--- src/rtl/cpu_ctrl_pkg.sv ---
// Shared definitions for the CPU control unit.
// Contents: FSM state encoding (4-bit binary), opcode constants for the
// memory and halt instructions, and an ALU-opcode classifier.
package cpu_ctrl_pkg;

  typedef enum logic [3:0] {
    S_IDLE   = 4'd0,
    S_F_ADDR = 4'd1,
    S_F_RD   = 4'd2,
    S_F_IR   = 4'd3,
    S_DECODE = 4'd4,
    S_EX_ALU = 4'd5,
    S_M_ADDR = 4'd6,
    S_ST_WR  = 4'd7,
    S_LD_RD  = 4'd8,
    S_LD_WB  = 4'd9,
    S_PC_INC = 4'd10,
    S_HALT   = 4'd11
  } state_e;

  localparam logic [5:0] OP_LD   = 6'b000001;
  localparam logic [5:0] OP_ST   = 6'b000010;
  localparam logic [5:0] OP_HALT = 6'b111111;

  // Any opcode with the MSB set is an ALU op, except the all-ones HALT.
  function automatic logic is_alu(input logic [5:0] op);
    return op[5] && (op != OP_HALT);
  endfunction

endpackage

--- src/rtl/mem_wait_timer.sv ---
// Down-counter used to hold the FSM in a RAM access state.
// Ports:
//   clk    - rising-edge clock
//   reset  - synchronous active-high clear
//   load   - load `value` into the counter this edge
//   value  - reload value (number of wait cycles minus one)
//   done   - counter is zero; the owning state may exit this cycle
module mem_wait_timer #(
  parameter int WIDTH = 1
) (
  input  logic             clk,
  input  logic             reset,
  input  logic             load,
  input  logic [WIDTH-1:0] value,
  output logic             done
);

  logic [WIDTH-1:0] cnt_q;
  logic [WIDTH-1:0] cnt_d;

  always_comb begin
    cnt_d = cnt_q;
    if (load) begin
      cnt_d = value;
    end else if (cnt_q != '0) begin
      cnt_d = cnt_q - WIDTH'(1);
    end
  end

  always_ff @(posedge clk) begin
    if (reset) begin
      cnt_q <= '0;
    end else begin
      cnt_q <= cnt_d;
    end
  end

  assign done = (cnt_q == '0);

endmodule

--- src/rtl/cpu_control_unit.sv ---
// Multi-cycle control FSM sequencing the CPU datapath through fetch,
// decode, execute, memory and write-back. Outputs are a pure decode of the
// state register.
// Ports:
//   clk, reset          - clock and synchronous active-high reset
//   start               - leave IDLE and begin fetching
//   opcode              - IR[31:26] fed back from the datapath
//   pcFetch ... wEn     - datapath enables/strobes
//   busy                - any state other than IDLE/HALT
//   halted              - in HALT
//   retired             - wrapping count of completed instructions
module cpu_control_unit
  import cpu_ctrl_pkg::*;
#(
  parameter int MEM_WAIT = 2,
  parameter int CNT_W    = 16
) (
  input  logic             clk,
  input  logic             reset,
  input  logic             start,
  input  logic [5:0]       opcode,
  output logic             pcFetch,
  output logic             pcEn,
  output logic             irEn,
  output logic             marEn,
  output logic             ldEn,
  output logic             stEn,
  output logic             mdrEn,
  output logic             rd,
  output logic             wr,
  output logic             wEn,
  output logic             busy,
  output logic             halted,
  output logic [CNT_W-1:0] retired
);

  // A wait of 0 is treated as a single access cycle.
  localparam int WAIT_EFF = (MEM_WAIT < 1) ? 1 : MEM_WAIT;
  localparam int WAIT_W   = (WAIT_EFF > 1) ? $clog2(WAIT_EFF) : 1;
  localparam logic [WAIT_W-1:0] WAIT_LOAD = WAIT_W'(WAIT_EFF - 1);

  state_e           state_q, state_d;
  logic [CNT_W-1:0] retired_q, retired_d;
  logic             wait_load;
  logic             wait_done;

  // Reload the timer only on entry to a wait state so it counts down
  // while the state holds.
  assign wait_load = (state_d != state_q) &&
                     ((state_d == S_F_RD) || (state_d == S_ST_WR) ||
                      (state_d == S_LD_RD));

  mem_wait_timer #(
    .WIDTH (WAIT_W)
  ) u_wait (
    .clk   (clk),
    .reset (reset),
    .load  (wait_load),
    .value (WAIT_LOAD),
    .done  (wait_done)
  );

  always_ff @(posedge clk) begin
    if (reset) begin
      state_q   <= S_IDLE;
      retired_q <= '0;
    end else begin
      state_q   <= state_d;
      retired_q <= retired_d;
    end
  end

  always_comb begin
    state_d   = state_q;
    retired_d = retired_q;
    case (state_q)
      S_IDLE:   if (start) state_d = S_F_ADDR;
      S_F_ADDR: state_d = S_F_RD;
      S_F_RD:   if (wait_done) state_d = S_F_IR;
      S_F_IR:   state_d = S_DECODE;
      S_DECODE: begin
        if (opcode == OP_HALT)                         state_d = S_HALT;
        else if (is_alu(opcode))                       state_d = S_EX_ALU;
        else if ((opcode == OP_LD) || (opcode == OP_ST)) state_d = S_M_ADDR;
        else                                           state_d = S_PC_INC;
      end
      S_EX_ALU: state_d = S_PC_INC;
      // IR is held (irEn low) so the opcode seen here matches DECODE;
      // the PC_INC fallback only guards against a corrupted IR.
      S_M_ADDR: begin
        if (opcode == OP_ST)      state_d = S_ST_WR;
        else if (opcode == OP_LD) state_d = S_LD_RD;
        else                      state_d = S_PC_INC;
      end
      S_ST_WR:  if (wait_done) state_d = S_PC_INC;
      S_LD_RD:  if (wait_done) state_d = S_LD_WB;
      S_LD_WB:  state_d = S_PC_INC;
      S_PC_INC: begin
        state_d   = S_F_ADDR;
        retired_d = retired_q + CNT_W'(1);
      end
      S_HALT:   state_d = S_HALT;
      default:  state_d = S_IDLE;
    endcase
  end

  always_comb begin
    pcFetch = 1'b0;
    pcEn    = 1'b0;
    irEn    = 1'b0;
    marEn   = 1'b0;
    ldEn    = 1'b0;
    stEn    = 1'b0;
    mdrEn   = 1'b0;
    rd      = 1'b0;
    wr      = 1'b0;
    wEn     = 1'b0;
    case (state_q)
      S_F_ADDR: begin pcFetch = 1'b1; marEn = 1'b1; end
      S_F_RD:   begin pcFetch = 1'b1; rd = 1'b1; end
      S_F_IR:   begin pcFetch = 1'b1; rd = 1'b1; irEn = 1'b1; end
      S_EX_ALU: wEn = 1'b1;
      S_M_ADDR: marEn = 1'b1;
      S_ST_WR:  begin stEn = 1'b1; mdrEn = 1'b1; wr = 1'b1; end
      S_LD_RD:  begin ldEn = 1'b1; mdrEn = 1'b1; rd = 1'b1; end
      S_LD_WB:  begin ldEn = 1'b1; mdrEn = 1'b1; wEn = 1'b1; end
      S_PC_INC: pcEn = 1'b1;
      default:  ;
    endcase
  end

  assign busy    = (state_q != S_IDLE) && (state_q != S_HALT);
  assign halted  = (state_q == S_HALT);
  assign retired = retired_q;

endmodule

--- config.mk ---
export PLATFORM = sky130hd
export DESIGN_NAME = cpu_control_unit
export DESIGN_NICKNAME = d
export VERILOG_FILES = /design/src/rtl/cpu_ctrl_pkg.sv /design/src/rtl/mem_wait_timer.sv /design/src/rtl/cpu_control_unit.sv
export SDC_FILE = /design/constraint.sdc
export NUM_CORES = 1
export LEC_CHECK = 0
export CORE_ASPECT_RATIO = 1.5
export CORE_MARGIN = 2
export CORE_UTILIZATION = 50
export DETAILED_ROUTE_END_ITERATION = 8
export PLACE_DENSITY_LB_ADDON = 0.3
export SYNTH_ARGS = -nofsm -noshare
export SYNTH_HDL_FRONTEND = slang
export SYNTH_SLANG_ARGS = --single-unit
--- constraint.sdc ---
create_clock -name clk -period 4.7 [get_ports clk]
set_input_delay 0.94 -clock clk [delete_from_list [all_inputs] [get_ports clk]]
set_output_delay 0.94 -clock clk [all_outputs]
set_load 0.005 [all_outputs]
## Word-level counts from Yosys, hierarchy flattened

Cells that the tools add are included.

- Output and inout port bits: 28
- Bits in registers: 21
- Memories kept: 0
- Logic and storage cells: 60
- Latch bits: 0
- Bits in read-only memories: 0
- Input port bits: 9
- Bits in writable memories: 0

- Reductions and logical operators: 14
- $mul: 0
- Muxes and demuxes: 21
- Div/mod/pow operators: 0
- Add/subtract/negate cells: 2
- Eq/ne operators: 20
- Bitwise operators: 0
- $lt $le $gt $ge: 0
- Shifts and indexed selects: 0

Operator list:

| operator | count |
|---|---|
| case mux 4 bit (11 select lines) | 1 |
| two-way mux 4 bit | 8 |
| equality test 4 x 3 -> 1 bit (second input constant) | 5 |
| equality test 4 bit (second input constant) | 5 |
| adder 16 x 1 -> 16 bit (second input constant) | 1 |
| equality test 4 x 2 -> 1 bit (second input constant) | 3 |
| two-way mux 1 bit | 11 |
| OR reduction 3 bit | 3 |
| equality test 6 x 1 -> 1 bit (second input constant) | 1 |
| equality test 6 x 2 -> 1 bit (second input constant) | 1 |
| equality test 6 bit (second input constant) | 1 |
| != test 6 bit (second input constant) | 1 |
| OR reduction 2 bit | 3 |
| equality test 4 x 1 -> 1 bit (second input constant) | 1 |
| zero test 4 bit | 1 |
| != test 4 bit | 1 |
| != test 4 bit (second input constant) | 1 |
| nonzero test 4 bit | 1 |
| logical AND 1 bit | 3 |
| logical OR 1 bit | 3 |
| two-way mux 2 bit | 1 |
| subtractor 1 bit (second input constant) | 1 |

## Depth between registers and ports, before layout

- Depth in word-level cells: 11
- Depth in mapped cells: 9
- Depth with buffers taken out: 6

## Cells and area by module

A second synthesis with hierarchy kept.

- Cell total of the unflattened synthesis: 170
- Area total of the unflattened synthesis: 1321.3 µm²

By module, submodules not included:

| module | sequential area each (µm²) | area an instance (µm²) | cells each | times used |
|---|---|---|---|---|
| cpu_control_unit | 400.4 | 1288.7 | 167 | 1 |
| mem_wait_timer | 20.0 | 32.5 | 3 | 1 |

## Worst setup path after synthesis

OpenSTA, ideal clock, no wires.

- Kind: input to register
- Start point: input port opcode[3]
- End point: register u_wait.cnt_q
- Path buffers: 0
- Data arrival time: 2.157 ns
- Setup time: 0.095 ns
- Slack: 2.448 ns
- Stages: 6
- Data required time: 4.605 ns
- Cell sequence: nor3_2 -> or4b_1 -> nand3b_1 -> nand4_1 -> nand3_1 -> a221oi_1

- Longest elaborated chain between the ends: 11
- Elaborated cells on any way between the ends: 20
- Those cells by class: 8 x eq/ne; 7 x mux; 5 x reduce/logical

Ends and longest elaborated chain:

| item | line | source |
|---|---|---|
| from (decl) | cpu_control_unit.sv:21 | `input logic [5:0] opcode,` |
| equality test 6 x 1 -> 1 bit or equality test 6 x 2 -> 1 bit (tied branches) | cpu_control_unit.sv:84, cpu_control_unit.sv:92, cpu_control_unit.sv:91 |  |
| logical OR 1 bit | cpu_control_unit.sv:84 | `else if ((opcode == OP_LD) \|\| (opcode == OP_ST)) state_d = S_M_ADDR;` |
| two-way mux 4 bit | cpu_control_unit.sv:84 |  |
| two-way mux 4 bit | cpu_control_unit.sv:83 | `else if (is_alu(opcode)) state_d = S_EX_ALU;` |
| two-way mux 4 bit | cpu_control_unit.sv:82 | `if (opcode == OP_HALT) state_d = S_HALT;` |
| case mux 4 bit (11 select lines) * | cpu_control_unit.sv:76 | `case (state_q)` |
| equality test 4 x 2 -> 1 bit or equality test 4 x 3 -> 1 bit (tied branches) | cpu_control_unit.sv:50 | `((state_d == S_F_RD) \|\| (state_d == S_ST_WR) \|\|` |
| logical OR 1 bit (2 in series) | cpu_control_unit.sv:50 |  |
| logical AND 1 bit * | cpu_control_unit.sv:49 | `assign wait_load = (state_d != state_q) &&` |
| two-way mux 1 bit * | mem_wait_timer.sv:23 | `if (load) begin` |
| to (signal assigned) | mem_wait_timer.sv:34 | `cnt_q <= cnt_d;` |
| to (decl) | mem_wait_timer.sv:18 | `logic [WIDTH-1:0] cnt_q;` |

Mark *: on every way between the ends. The rest lies on a longest branch, timed or not.
A chain may end at the register's enable or synchronous reset.

## Worst setup path after layout

- Start point: register state_q[1]
- End point: output port irEn

- Longest elaborated chain between the ends: 2

Ends and longest elaborated chain:

| item | line | source |
|---|---|---|
| from (decl) | cpu_control_unit.sv:42 | `state_e state_q, state_d;` |
| from (signal assigned) | cpu_control_unit.sv:68 | `state_q <= state_d;` |
| equality test 4 x 2 -> 1 bit | cpu_control_unit.sv:118 | `case (state_q)` |
| two-way mux 1 bit | cpu_control_unit.sv:118 |  |
| to (decl) | cpu_control_unit.sv:24 | `output logic irEn,` |

No other way between the ends.

==> results summary <==
The flow ran to the end, and the final reports show no timing, DRC or antenna violations. The floorplan step set the die height to 65.63 um. The floorplan die area is 2959 um2. The combined area of all synthesized cells came out at 1266 um2. Of the total synthesized cell area, the portion taken by full adders, half adders and majority gates is 0.9881%.

The data arrival time at the worst-slack endpoint came out at 2.13 ns. The I/O pin count is 37. The ratio of cells with drive above 1 in the final layout came out at 4.211%.

The number of failing hold endpoints at the final stage is 0. The clock passes through at most 2 buffers. The startpoint identified for the worst hold timing path is retired[10]$_SDFFE_PP0P_.

The worst hold path cell count is 2. The startpoint identified for the worst register-to-register timing path is state_q[1]$_SDFF_PP0_. Setup repair after global routing left no endpoint under its margin. For this design the static power due to leakage is 0.5594 nW. The xor-xnor portion of the synthesized cell area is 11.07%. On the critical path, the stage with the largest delay is an instance of dfxtp_1. The worst setup path is of the reg2out kind. The worst ir drop on vdd is 0.1265 mV. For the final routed database, the setup TNS stands at 0 ns. Compared with the post-synthesis result, the final layout area differs by 27.96%.

The fraction of registers with async set/reset is 0%. Measured against the total synthesized area, the mux share comes to 1.581%. The clock latency at the later pin of the worst-skew pair came out at 0.30 ns. The post-synthesis compound-gate area fraction is 12.55%. The clock buffer count from CTS is 3. On the critical path the largest part of the delay comes from flip-flops.

The required time reported for the critical path endpoint came out at 3.76 ns. The cell sitting at the root of the clock tree is a clkbuf_4. Yosys instantiated no cell more often than nor2_1. The violation count after the first detailed-routing iteration came out at 43. For this configuration, the core starts out at a cell density of 52.27%.

After detailed routing, the number of remaining DRC violations is 0. For hold timing, the worst endpoint is retired[10]$_SDFFE_PP0P_. The antenna diode instance count came out at 0. The critical path goes through nor4bb_1 > clkdlybuf4s50_1. The synthesized area per cell came out at 7.816 um2. The setup violation total in the final timing report is 0. The number of max-cap violations is 0. The number of antenna violations at the first check in global routing is 0. The number of fillers in the final layout is 223. The maximum number of pins on one net before global-route repair came out at 21. In the final routed layout, each cell accounts on average for 13.53 um. Of the post-synthesis cell area, the dominant cell type holds 33.20%.

The post-CTS setup repair buffer count is 0. The first global-routing pass estimated 4.871 mm of wire. STA classifies the critical path endpoint as an output port. Input and output buffers added on the ports amount to 36. The delay contributed by the slowest stage of the critical path is 0.69 ns. The aggregate global-route resource usage is 21.88%. The synthesized instance count came out at 162.

Row generation in the floorplan step produced 22 rows. The number of distinct library cell variants in the gate-level netlist after synthesis is 40. The region available for standard cell placement spans 2422 um2. In this run the power density over the cells is 206.7 nW/um2. The cell total after placement came out at 210.

Dividing the final minimum period by the clock period gives 65.37%. The number of cells on the worst reg-to-reg path is 6. Of all cell types, the one taking the most synthesized area is dfxtp_1. The endpoint of the worst-slack reg-to-reg timing path is retired[15]$_SDFFE_PP0P_. TritonCTS built the clock tree. The post-layout utilization of the core came out at 66.89%. After synthesis, the largest family of logic cells by area is simple AND/OR/NAND/NOR gates. The commonest cells after synthesis are 27 x nor2_1, 21 x dfxtp_1, 15 x nand2_1.

The count of synthesis-stage warnings from yosys is 0. The layout net count is 201. The clock skew is 0.007181 ns. In this run, post-CTS repair resized a total of 0 instances. The simple-gate share of the synthesized area came out at 35.38%. The total nets after synthesis is 172. The number of buffers and inverters on the critical path is 1. Ranked by total cell area, the synthesized netlist is headed by dfxtp_1 33%, xor2_1 8.3%, nor2_1 8.0%, nand2_1 4.4%, nand3_1 3.2%. The post-layout minimum cycle time is 3.072 ns.

The clock-pin slew of the registers on the worst-case setup and hold paths is 0.11 ns. After clock tree synthesis, the flow added hold-fix buffers numbering 0. The remaining number of nets flagged by the antenna check after routing came out at 0. The tree built by TritonCTS fans out to 21 sinks. The number of H-tree branching levels came out at 1. The upper clock frequency limit is 325.5 MHz. The total vias in the final route came out at 1266. The worst min-delay path category is reg2reg.

In this run the register-to-register setup slack is 2.55 ns. Global routing finished with a remaining overflow of 0. STA classifies the critical path startpoint as a flop. The beginning of the critical path is state_q[1]$_SDFF_PP0_. The number of vias per cell after detailed routing came out at 5.916. At the pin with the least slew margin, the transition time is 0.7121 ns. The max-slew violation count was 0. The sequential element share of the synthesized area came out at 33.20%. The number of enable flip-flop cells after synthesis came out at 0. The pre-antenna-repair detailed-routing pass consisted of 4 iterations. The relative slew slack is 52.38%.

The synthesized design contains 21 register bits. The final HPWL from detailed placement is 2.253 mm. The horizontal die dimension came out at 45.09 um.

The non-filler instance count after layout is 214. The number of global-route vias before repair is 1161. In this run the worst path has a maximum fanout of 20.

Counting buffers and inverters, the worst setup path is 2 cells deep. The leading register cell type out of synthesis is dfxtp_1. The overall routed net length is 2.895 mm. Routability-driven placement finished with a final weighted congestion of 0.8300.
## kinds of logic after synthesis
kind of cell | Yosys count
XOR/XNOR | 16
buffers and inverters | 13
adder cells (fa/ha/maj) | 1
AO/OA/AOI/OAI | 25
multiplexers | 2
flip-flops | 21
AND/OR/NAND/NOR | 84
## worst reg2reg max path: cells and delay by family, from the launching register on
kind	cells	cell delay (ns)
AND/OR/NAND/NOR	5	1.20
XOR/XNOR	1	0.14
flip-flops	1	0.69
## layout by cell type (no fill, tap or decap)
master and instances:
a211oi_1 4, a21o_1 1, a21oi_1 5, a221oi_1 1, a22oi_1 1, a2bb2oi_1 1, a311oi_1 1, a31oi_1 1
and2_1 3, and3_1 2, and4_1 3, and4bb_1 1, clkbuf_1 1, clkbuf_4 3, clkdlybuf4s50_1 36, dfxtp_1 21
ha_1 1, inv_1 1, mux2i_1 2, nand2_1 15, nand2b_1 2, nand3_1 8, nand3b_1 1, nand4_1 3
nor2_1 27, nor2b_1 4, nor3_1 2, nor3_2 2, nor3b_1 3, nor4b_1 1, nor4bb_1 2, o21ai_0 8
o21ba_2 1, o22ai_1 1, or2_2 2, or3_1 2, or4b_1 1, xnor2_1 4, xor2_1 12
## where the power goes
group          switching (mW)  internal (mW)
clock                  0.0520         0.0331
sequential            0.00917          0.181
combinational          0.0271         0.0329
total                  0.0883          0.247
## stage by stage
stage / power, mW / cell area (um2) / setup slack [ns] / hold slack (ns)
2_1_floorplan: 0.2275 / 1266 / 2.448 / 0.5076
3_3_place_gp: 0.2525 / 1594 / 1.926 / 0.5007
3_5_place_dp: 0.2536 / 1594 / 1.886 / 0.5405
4_1_cts: 0.3401 / 1620 / 1.624 / 0.5674
5_1_grt: 0.3507 / 1620 / 1.508 / 0.5964
6_report: 0.3349 / 1620 / 1.628 / 0.5630
## routing by layer
layer	GRT usage [%]	share of wire, %	vias to the layer above
li1	-	-	618
met1	23.33	37	591
met2	40.54	56	51
met3	1.099	4.8	6
met4	11.76	2.7	0
met5	0	0	-
## worst max path at each step
stage / end
CTS: wEn
global placement: u_wait.cnt_q$_SDFF_PP0_
floorplan: u_wait.cnt_q$_SDFF_PP0_
detailed placement: u_wait.cnt_q$_SDFF_PP0_
finish: irEn
global route: wEn
## layout make-up
cell class | count | area [um2] | area share (%)
Sequential cell | 21 | 420.4 | 25.95
Clock buffer | 4 | 26.28 | 1.622
Tap cell | 24 | 30.03 | 1.853
Inverter | 1 | 3.754 | 0.2317
Timing Repair Buffer | 36 | 360.3 | 22.24
Multi-Input combinational cell | 128 | 779.5 | 48.11
## registers in the layout (all words and copies together), names as in the netlist
name / count
retired: 16
state_q: 4
u_wait.cnt_q: 1
Power figures use the tool's default switching activity.
